==> src/rtl/hall_emu_pkg.sv <==
// Shared definitions for the hall-sensor motor emulator: select codes,
// hall-state sequencing and drive-pattern classification.
package hall_emu_pkg;

  localparam logic [1:0] FLOAT = 2'b00;
  localparam logic [1:0] LOW   = 2'b01;
  localparam logic [1:0] HIGH  = 2'b10;
  localparam logic [1:0] BRK   = 2'b11;

  // Hall state packed as {Grn, Ylw, Blu}; drive pattern as {G, Y, B}.
  typedef logic [2:0] hall_t;
  typedef logic [5:0] sel_pat_t;

  typedef enum logic [1:0] {
    CLS_MATCH,
    CLS_BRAKE,
    CLS_COAST,
    CLS_ERR
  } sel_class_t;

  localparam hall_t HALL_RESET = 3'b101;

  // Forward rotation only; an illegal state (000/111) recovers to 101.
  function automatic hall_t next_hall(input hall_t h);
    case (h)
      3'b101:  return 3'b100;
      3'b100:  return 3'b110;
      3'b110:  return 3'b010;
      3'b010:  return 3'b011;
      3'b011:  return 3'b001;
      3'b001:  return 3'b101;
      default: return HALL_RESET;
    endcase
  endfunction

  function automatic sel_pat_t expected_sel(input hall_t h);
    case (h)
      3'b101:  return {HIGH,  LOW,   FLOAT};
      3'b100:  return {HIGH,  FLOAT, LOW};
      3'b110:  return {FLOAT, HIGH,  LOW};
      3'b010:  return {LOW,   HIGH,  FLOAT};
      3'b011:  return {LOW,   FLOAT, HIGH};
      3'b001:  return {FLOAT, LOW,   HIGH};
      default: return {FLOAT, FLOAT, FLOAT};
    endcase
  endfunction

  // Brake and coast are recognised first so an illegal hall state can never
  // turn an all-float pattern into a match.
  function automatic sel_class_t classify(input sel_pat_t sel, input hall_t h);
    if (sel == {BRK, BRK, BRK})
      return CLS_BRAKE;
    else if (sel == {FLOAT, FLOAT, FLOAT})
      return CLS_COAST;
    else if (sel == expected_sel(h))
      return CLS_MATCH;
    else
      return CLS_ERR;
  endfunction

endpackage

==> src/rtl/hall_speed_model.sv <==
// Prescaled speed model: every 2^UPD_W clocks the drive pattern is classified
// against the current hall state and speed is updated with torque and drag.
module hall_speed_model
  import hall_emu_pkg::*;
#(
  parameter int UPD_W       = 10,
  parameter int TORQ_SHIFT  = 2,
  parameter int DRAG_SHIFT  = 6,
  parameter int BRAKE_SHIFT = 3
) (
  input  logic        clk,
  input  logic        rst,
  input  logic [5:0]  sel,
  input  logic [10:0] duty,
  input  logic [2:0]  hall,
  output logic [15:0] speed,
  output logic        tick,
  output logic        commut_err
);

  logic [UPD_W-1:0] presc;
  sel_class_t       cls;
  logic [17:0]      speed_ext;
  logic [17:0]      torque;
  logic [17:0]      drag;
  logic [17:0]      brake_drag;
  logic [17:0]      raw;
  logic [15:0]      next_speed;

  assign tick       = &presc;
  assign cls        = classify(sel, hall);
  assign speed_ext  = {2'b00, speed};
  // duty[10] set means duty >= 0x400, so duty[9:0] is the excess over zero torque.
  assign torque     = duty[10] ? ({8'b0, duty[9:0]} >> TORQ_SHIFT) : '0;
  assign drag       = speed_ext >> DRAG_SHIFT;
  assign brake_drag = speed_ext >> BRAKE_SHIFT;

  // Bit 17 acts as the sign of the 18-bit result; the largest positive
  // value (0xFFFF + 0xFF) never reaches it.
  always_comb begin
    // NOTE: every combinational output gets a default first so no path leaves it unassigned (no latch).
    raw        = speed_ext - drag;
    next_speed = raw[15:0];
    case (cls)
      CLS_MATCH: raw = speed_ext + torque - drag;
      CLS_BRAKE: raw = speed_ext - brake_drag - 18'd1;
      default:   raw = speed_ext - drag;
    endcase
    if (raw[17])
      next_speed = '0;
    else if (raw[16])
      next_speed = '1;
    else
      next_speed = raw[15:0];
  end

  // NOTE: sequential state uses non-blocking assignments so all registers update from pre-edge values.
  always_ff @(posedge clk or posedge rst) begin
    if (rst) begin
      presc      <= '0;
      speed      <= '0;
      commut_err <= 1'b0;
    end else begin
      presc <= presc + UPD_W'(1);
      if (tick) begin
        speed      <= next_speed;
        commut_err <= (cls == CLS_ERR);
      end
    end
  end

endmodule

==> src/rtl/hall_emulator.sv <==
// Closed-loop brushless motor model: integrates speed into rotor position and
// emits the three hall signals plus a step count for the commutation logic.
module hall_emulator
  import hall_emu_pkg::*;
#(
  parameter int PHASE_W     = 20,
  parameter int UPD_W       = 10,
  parameter int TORQ_SHIFT  = 2,
  parameter int DRAG_SHIFT  = 6,
  parameter int BRAKE_SHIFT = 3
) (
  input  logic        clk,
  input  logic        rst,
  input  logic [1:0]  selGrn,
  input  logic [1:0]  selYlw,
  input  logic [1:0]  selBlu,
  input  logic [10:0] duty,
  output logic        hallGrn,
  output logic        hallYlw,
  output logic        hallBlu,
  output logic [15:0] speed,
  output logic [15:0] step_cnt,
  output logic        commut_err
);

  hall_t              hall;
  hall_t              hall_next;
  logic [15:0]        step_next;
  logic [PHASE_W-1:0] phase;
  logic [PHASE_W:0]   phase_sum;

  // The speed model classifies against the registered hall state, so a tick
  // coinciding with a step sees the pre-step value.
  hall_speed_model #(
    .UPD_W       (UPD_W),
    .TORQ_SHIFT  (TORQ_SHIFT),
    .DRAG_SHIFT  (DRAG_SHIFT),
    .BRAKE_SHIFT (BRAKE_SHIFT)
  ) u_speed (
    .clk        (clk),
    .rst        (rst),
    .sel        ({selGrn, selYlw, selBlu}),
    .duty       (duty),
    .hall       (hall),
    .speed      (speed),
    .tick       (),
    .commut_err (commut_err)
  );

  // Speed is zero-extended into the PHASE_W+1 bit sum; bit PHASE_W is the carry.
  assign phase_sum = {1'b0, phase} + {{(PHASE_W - 15){1'b0}}, speed};

  always_comb begin
    hall_next = hall;
    step_next = step_cnt;
    if (phase_sum[PHASE_W]) begin
      hall_next = next_hall(hall);
      step_next = step_cnt + 16'd1;
    end
  end

  always_ff @(posedge clk or posedge rst) begin
    if (rst) begin
      hall     <= HALL_RESET;
      phase    <= '0;
      step_cnt <= '0;
    end else begin
      hall     <= hall_next;
      phase    <= phase_sum[PHASE_W-1:0];
      step_cnt <= step_next;
    end
  end

  assign {hallGrn, hallYlw, hallBlu} = hall;

endmodule

==> config.mk <==
export PLATFORM = sky130hd
export DESIGN_NAME = hall_emulator
export DESIGN_NICKNAME = d
export VERILOG_FILES = /design/src/rtl/hall_emu_pkg.sv /design/src/rtl/hall_speed_model.sv /design/src/rtl/hall_emulator.sv
export SDC_FILE = /design/constraint.sdc
export NUM_CORES = 1
export LEC_CHECK = 0
export BUFFER_PORTS_ARGS = -buffer_cell sky130_fd_sc_hd__buf_2
export CORE_ASPECT_RATIO = 0.5
export CORE_MARGIN = 2
export CORE_UTILIZATION = 45
export DETAILED_ROUTE_END_ITERATION = 10
export GPL_ROUTABILITY_DRIVEN = 1
export HOLD_SLACK_MARGIN = 0.06
export PLACE_DENSITY = 0.65
export SYNTH_ARGS = -nofsm -noshare
export SYNTH_HDL_FRONTEND = slang
export SYNTH_HIERARCHICAL = 1
export SYNTH_SLANG_ARGS = --single-unit
export TNS_END_PERCENT = 5
==> constraint.sdc <==
create_clock -name clk -period 4.05 [get_ports clk]
set_clock_uncertainty 0.05 [all_clocks]
set_input_delay 0 -clock clk [delete_from_list [all_inputs] [get_ports clk]]
set_output_delay 0 -clock clk [all_outputs]
set_load 0.02 [all_outputs]
==> results.json, run 1 <==
{
  "num_antenna_cells": 0,
  "grt_use_total_pct": 23.3,
  "worstSetupStartpointType": "flip-flop",
  "setup_viol": 0,
  "drc_errors": 0,
  "r2r_end": "u_speed/speed[10]",
  "crit_path_end_kind": "flip-flop",
  "stdcell_area_um2": 7710,
  "fmax_mhz": 263,
  "cap_violations": 0,
  "intPower_mw": 1.76,
  "syn_area_um2": 6740,
  "grt_pass1_wl_mm": 30.0,
  "cts_max_level": 3,
  "p_switching_mw": 1.02,
  "ir_drop_mv": 0.269,
  "maxSlewViolCount": 0,
  "hpwlAfterDp_mm": 13.8,
  "start_util_pct": 46.3,
  "core-area_um2": 14500,
  "rsz0062_at_grt": "false",
  "ios": 55,
  "synth_warnings": 6,
  "numPortBuffers": 52,
  "worst_ep_required_time_ns": 4.20,
  "syn-instance-count": 765,
  "wl_mm": 18.0,
  "die_area_um2": 16000,
  "hold_depth": 6,
  "syn-num-nets": 863,
  "ys_async_sr_fraction_pct": 100,
  "areaGrowthSynthToFinish_pct": 14.3,
  "wire_per_inst_um": 17.3,
  "nNetsFinal": 939,
  "r2r_slack_ns": 0.25,
  "globalplace.congestion": 0.960,
  "rows": 31,
  "antenna_found_initial": 0,
  "worstHoldStart": "selYlw[0]",
  "r2r-start": "u_speed/speed[0]",
  "r2r_cells": 13,
  "synth_edf_count": 0,
  "grt_pass1_vias": 5941,
  "cts_num_sinks": 66,
  "drtAntennaViolNets": 0,
  "grt_max_degree": 40,
  "cts_buffers": 9,
  "path_max_fanout": 11,
  "tritoncts": "yes",
  "cts_buffer_depth": 2,
  "clkSlewWorstSetupHoldPaths_ns": 0.06,
  "die_x_um": 177,
  "synthDistinctLibCells": 86,
  "finalHoldViolCount": 0,
  "timing.hold.ws_ns": 0.150,
  "placed_area_um2": 7350,
  "routed_via_density": 5.90,
  "dr.pass1.iters": 5,
  "pwr_density_cell_nw_per_um2": 361,
  "yosysSeqAreaShare_pct": 24.5,
  "whs_endpoint": "u_speed/commut_err",
  "die_h_um": 90.6,
  "num_vias": 6159,
  "synth-seq-cells": 66,
  "drt_iter0_markers": 531,
  "hold_path.class": "input pin to flip-flop",
  "grt-ovfl-total": 0,
  "yosys_most_used_dff": "dfrtp_1",
  "combPwrFrac_pct": 41.7,
  "swShare_pct": 36.9,
  "leakage_nw": 3.50,
  "clk_latency_ns": 0.34,
  "outcome": "finished clean",
  "power_frac_seq_pct": 29.7,
  "worstMarginPinSlew_ns": 0.867,
  "p_clk_share_pct": 28.6,
  "tns_ns": 0,
  "post-route-period-util_pct": 93.7,
  "arrival_ns": 3.95,
  "drive_above_1_share_pct": 17.4,
  "period_minus_slack_ns": 3.80,
  "timing_worst_setup_path_type": "flip-flop to flip-flop",
  "synth_area_per_cell_um2": 8.81,
  "root_buffer": "clkbuf_16",
  "relSlewSlack_pct": 42.2
}
metrics by stage:
| step | util [%] | setup WS [ns] | std cells | power (mW) |
|---|---|---|---|---|
| 2_1_floorplan | - | 0.431 | 765 | 1.76 |
| 3_5_place_dp | 50.5 | 0.270 | 1023 | 1.98 |
| 3_3_place_gp | 50.5 | 0.307 | 1023 | 1.96 |
| 4_1_cts | 52.9 | 0.238 | 1043 | 2.80 |
| 5_1_grt | 53.0 | 0.00812 | 1044 | 2.99 |
| 6_report | 53.0 | 0.253 | 1044 | 2.78 |
sequential cells by signal, summed over array words and instances (netlist names):
register / cells
u_speed/speed: 16
step_cnt: 16
phase: 20
u_speed/presc: 10
u_speed/commut_err: 1
hall: 3
cell usage in the layout (no fill, tap or decap), types with 9 or more instances in the layout:
master,n
a21o_1,11
o21ai_0,42
nand2_1,55
ha_1,67
a221oi_1,11
fa_1,12
and2_1,10
nand4_1,9
a21oi_1,43
xor2_1,29
a211oi_1,9
xnor2_1,48
nand3_1,28
nor2_1,60
and3_1,12
inv_1,38
nand2b_1,16
clkbuf_16,9
o21a_1,10
buf_4,27
buf_2,52
nor3_1,17
nor2b_1,9
dfrtp_1,62
area by class of cell:
| class | count | area (µm²) |
|---|---|---|
| clock buffer | 10 | 239 |
| clock inverter | 6 | 66.3 |
| fill | 1357 | 6840 |
| inverter | 39 | 146 |
| multi-input combinational | 642 | 4850 |
| sequential | 66 | 1660 |
| tap | 198 | 248 |
| timing repair buffer | 83 | 503 |
critical path: stages, from the launching register on:
cell      delay (ns)
dfrtp_1         0.42
inv_1           0.11
ha_1            0.29
fa_1            0.47
nand2b_1        0.23
a21oi_2         0.28
nor3_1          0.12
nor3b_4         0.33
nand4b_4        0.20
nor4_4          0.33
a311oi_1        0.19
nor4_2          0.25
buf_4           0.27
a221oi_1        0.11
worst max path at each step:
stage                 startpoint                 to  slack [ns]  depth (start not counted)
6_report        u_speed/speed[0]  u_speed/speed[10]        0.25                         13
5_1_grt         u_speed/speed[0]  u_speed/speed[10]       0.008                         13
4_1_cts         u_speed/speed[0]  u_speed/speed[10]        0.24                         13
3_5_place_dp    u_speed/speed[0]  u_speed/speed[10]        0.27                         13
3_3_place_gp    u_speed/speed[0]  u_speed/speed[10]        0.31                         13
2_1_floorplan  u_speed/speed[14]   u_speed/speed[0]        0.43                         13
cell families (layout without fill, tap and decap cells):
kind of cell,after synthesis,after routing,synth area share (%)
adder cells (fa/ha/maj),79,79,16.0
AO/OA/AOI/OAI,212,212,22.8
AND/OR/NAND/NOR,269,269,22.3
XOR/XNOR,77,77,10.0
buffers and inverters,57,138,3.56
flip-flops,66,66,24.5
multiplexers,5,5,0.761
cell usage after synthesis, types with 4 or more instances:
master / number / share of area, %
a211oi_2: 4 / 0.74
a21oi_1: 43 / 3.2
nand2_1: 55 / 3.1
fa_1: 12 / 3.6
xnor2_1: 48 / 6.2
o22ai_1: 5 / 0.46
and2_1: 10 / 0.93
o31a_1: 4 / 0.52
o21a_1: 10 / 1.1
nor2b_1: 9 / 0.84
nor2_1: 61 / 3.4
ha_1: 67 / 12
and3_1: 12 / 1.1
a221oi_1: 11 / 1.4
o21ai_0: 42 / 3.1
nand3_1: 28 / 2.1
a221oi_2: 8 / 1.8
mux2i_1: 4 / 0.59
nor3_1: 17 / 1.3
nor4_2: 4 / 0.74
dfrtp_1: 64 / 24
o21ai_1: 5 / 0.37
and4_1: 4 / 0.52
o211ai_1: 6 / 0.67
xor2_1: 29 / 3.8
clkbuf_1: 6 / 0.33
or3_1: 8 / 0.74
inv_1: 39 / 2.2
nand4_1: 9 / 0.84
a211oi_1: 9 / 1.0
buf_2: 9 / 0.67
a31oi_1: 7 / 0.65
a21o_1: 11 / 1.2
nand2b_1: 16 / 1.5
power by group through the flow:
stage	clock, mW	sequential [mW]	combinational, mW
floorplan	0	0.834	0.924
global placement	0	0.835	1.12
detailed placement	0	0.839	1.14
CTS	0.817	0.828	1.15
global route	0.838	0.839	1.31
finish	0.794	0.827	1.16
layer usage:
layer	global-route usage [%]	up-vias	part of all wire, %
met1	33.4	2943	48
met2	36.2	207	44
met5	0	-	0
met3	4.29	24	6.8
met4	5.72	0	1.3
li1	-	2985	-
repair_timing:
item,in CTS,in global routing
endpoints found under the setup margin,0,11
resized for setup,0,4
buffers inserted,0,1
hold endpoints to repair,65,0
hold buffers,4,0
Note: power is estimated with default switching activity, not from simulation.
==> run 2: changes to the inputs <==
--- a/config.mk
+++ b/config.mk
@@ -6,7 +6,7 @@
 export NUM_CORES = 1
 export LEC_CHECK = 0
 export BUFFER_PORTS_ARGS = -buffer_cell sky130_fd_sc_hd__buf_2
-export CORE_ASPECT_RATIO = 0.5
+export CORE_ASPECT_RATIO = 1.25
 export CORE_MARGIN = 2
 export CORE_UTILIZATION = 45
 export DETAILED_ROUTE_END_ITERATION = 10
==> run 2 against run 1 <==
  * Worst setup slack lost 0.0013 ns
  * First-iteration DRC count shrank 30%
  * Flip-flop and latch count is the same
  * Global-route usage shrank 0.77 points
  * Core utilization shrank 0.90 points
  * Sequential power is essentially flat
  * Clock-buffer cell count shrank 1
  * Clock power shrank 0.5%
  * Die area shrank 0.33%
  * Critical path depth shrank 1
  * Via count shrank 1.5%
  * Maximum frequency is essentially flat
==> results.json, run 2 (synthesized netlist as in run 1, its figures left out) <==
{
  "drive_above_1_share_pct": 17.6,
  "clkSlewWorstSetupHoldPaths_ns": 0.06,
  "ir_drop_mv": 0.258,
  "worst_ep_required_time_ns": 4.23,
  "start_util_pct": 45.5,
  "clk_latency_ns": 0.34,
  "slowest_stage": "dfrtp_1",
  "antenna_found_initial": 0,
  "drc_errors": 0,
  "final_util_pct": 52.1,
  "fmax_mhz": 263,
  "cap_violations": 0,
  "drt_iter0_markers": 371,
  "crit_path_end": "u_speed/speed[7]",
  "final_common_cell": "ha_1",
  "dr.pass1.iters": 5,
  "rows": 50,
  "arrival_ns": 3.98,
  "die_x_um": 113,
  "r2r_slack_ns": 0.25,
  "relSlewSlack_pct": 43.4,
  "post-route-period-util_pct": 93.8,
  "routed_via_density": 5.88,
  "cts_setup_buffers": 0,
  "grt_use_total_pct": 22.5,
  "tns_ns": 0,
  "grt_pass1_wl_mm": 29.0,
  "path_max_fanout": 14,
  "leakage_nw": 3.53,
  "r2r-start": "u_speed/speed[8]",
  "areaGrowthSynthToFinish_pct": 14.6,
  "cts_buffers": 9,
  "r2r_end": "u_speed/speed[7]",
  "worstMarginPinSlew_ns": 0.849,
  "r2r_cells": 12,
  "timing.hold.ws_ns": 0.125,
  "worstSetupStartpointType": "flip-flop",
  "hold_path.class": "input pin to flip-flop",
  "final_cell_mix": "67 x ha_1, 63 x dfrtp_1, 61 x nor2_1, 55 x nand2_1, 52 x buf_2",
  "cp_num_cells": 12,
  "grt_max_degree": 40,
  "wl_mm": 17.6,
  "num_antenna_cells": 0,
  "num_vias": 6069,
  "period_minus_slack_ns": 3.80,
  "rsz0062_at_grt": "false",
  "setup_viol": 0,
  "globalplace.congestion": 0.934,
  "cts_num_sinks": 66,
  "maxSlewViolCount": 0,
  "cp_top_family": "compound AO/OA/AOI/OAI gates",
  "largestRegisters": "phase (20), step_cnt (16), u_speed/speed (16)",
  "tritoncts": "yes",
  "nNetsFinal": 944,
  "grt-ovfl-total": 0,
  "core-area_um2": 14800,
  "numPortBuffers": 52,
  "crit_path_end_kind": "flip-flop",
  "finalHoldViolCount": 0,
  "cts_max_level": 3,
  "startpoint": "u_speed/speed[8]",
  "root_buffer": "clkbuf_16",
  "pwr_density_cell_nw_per_um2": 359,
  "largest-register": "phase",
  "hpwlAfterDp_mm": 13.7,
  "die_h_um": 141,
  "timing_worst_setup_path_type": "flip-flop to flip-flop",
  "cpPeakStageDelay_ns": 0.51,
  "grt_pass1_vias": 5827,
  "cts_buffer_depth": 2,
  "largest_register_ff_count": 20,
  "wire_per_inst_um": 17.0,
  "ios": 55,
  "crit_chain": "inv_1 > fa_1 > ha_1 > o21ai_0 > o21ai_0 > a31oi_1 > a221oi_1 > a21oi_1 > o21bai_1 > a31oi_1 > and2_4 > a311oi_1",
  "outcome": "finished clean",
  "drtAntennaViolNets": 0,
  "crit_buf_inv": 1,
  "die_area_um2": 16000
}
## run 2: worst min-delay path by stage
stage               from                  to  slack (ns)  cells past startpoint
4_1_cts        selYlw[0]  u_speed/commut_err        0.12                      6
5_1_grt        selYlw[0]  u_speed/commut_err        0.21                      6
6_report       selYlw[0]  u_speed/commut_err        0.12                      6
3_3_place_gp         rst  u_speed/commut_err        0.06                      3
3_5_place_dp         rst  u_speed/commut_err        0.06                      3
2_1_floorplan        rst  u_speed/commut_err       0.003                      1
## run 2: cell type report
class / count / area (µm²)
timing repair buffer: 88 / 541
clock buffer: 9 / 225
inverter: 39 / 146
clock inverter: 7 / 76.3
tap: 182 / 228
sequential: 66 / 1660
fill: 1411 / 7100
multi-input combinational: 642 / 4850
## run 2: worst min-delay path: cells and delay by family
kind / cells / cell delay, ns
compound gates: 3 / 0.22
buf+inv: 1 / 0.10
simple gates: 2 / 0.15
## run 2: metal layers
metal / vias to the layer above / GRT usage (%) / share of wire [%]
met4: 0 / 7.12 / 1.9
met3: 21 / 2.92 / 4.2
li1: 3006 / - / -
met1: 2898 / 29.1 / 44
met5: - / 0 / 0
met2: 144 / 39.1 / 50
## run 2: power by group
group          internal (mW)  switching, mW  total (mW)
Clock                  0.480          0.309       0.790
Sequential             0.773         0.0518       0.825
Combinational          0.492          0.670        1.16
## run 2: what timing repair did
item / 4_1_cts / 5_1_grt
setup endpoints to repair: 0 / 14
hold buffers: 4 / 0
resized for setup: 0 / 2
hold endpoints to repair: 65 / 0
## run 2: metrics by stage
stage | total power [mW] | cell area (µm²) | std cells | setup slack (ns)
global route | 2.98 | 7720 | 1033 | 0.0146
global placement | 1.97 | 7380 | 1013 | 0.278
finish | 2.78 | 7720 | 1033 | 0.252
CTS | 2.80 | 7720 | 1033 | 0.216
floorplan | 1.76 | 6740 | 765 | 0.431
detailed placement | 1.99 | 7380 | 1013 | 0.236
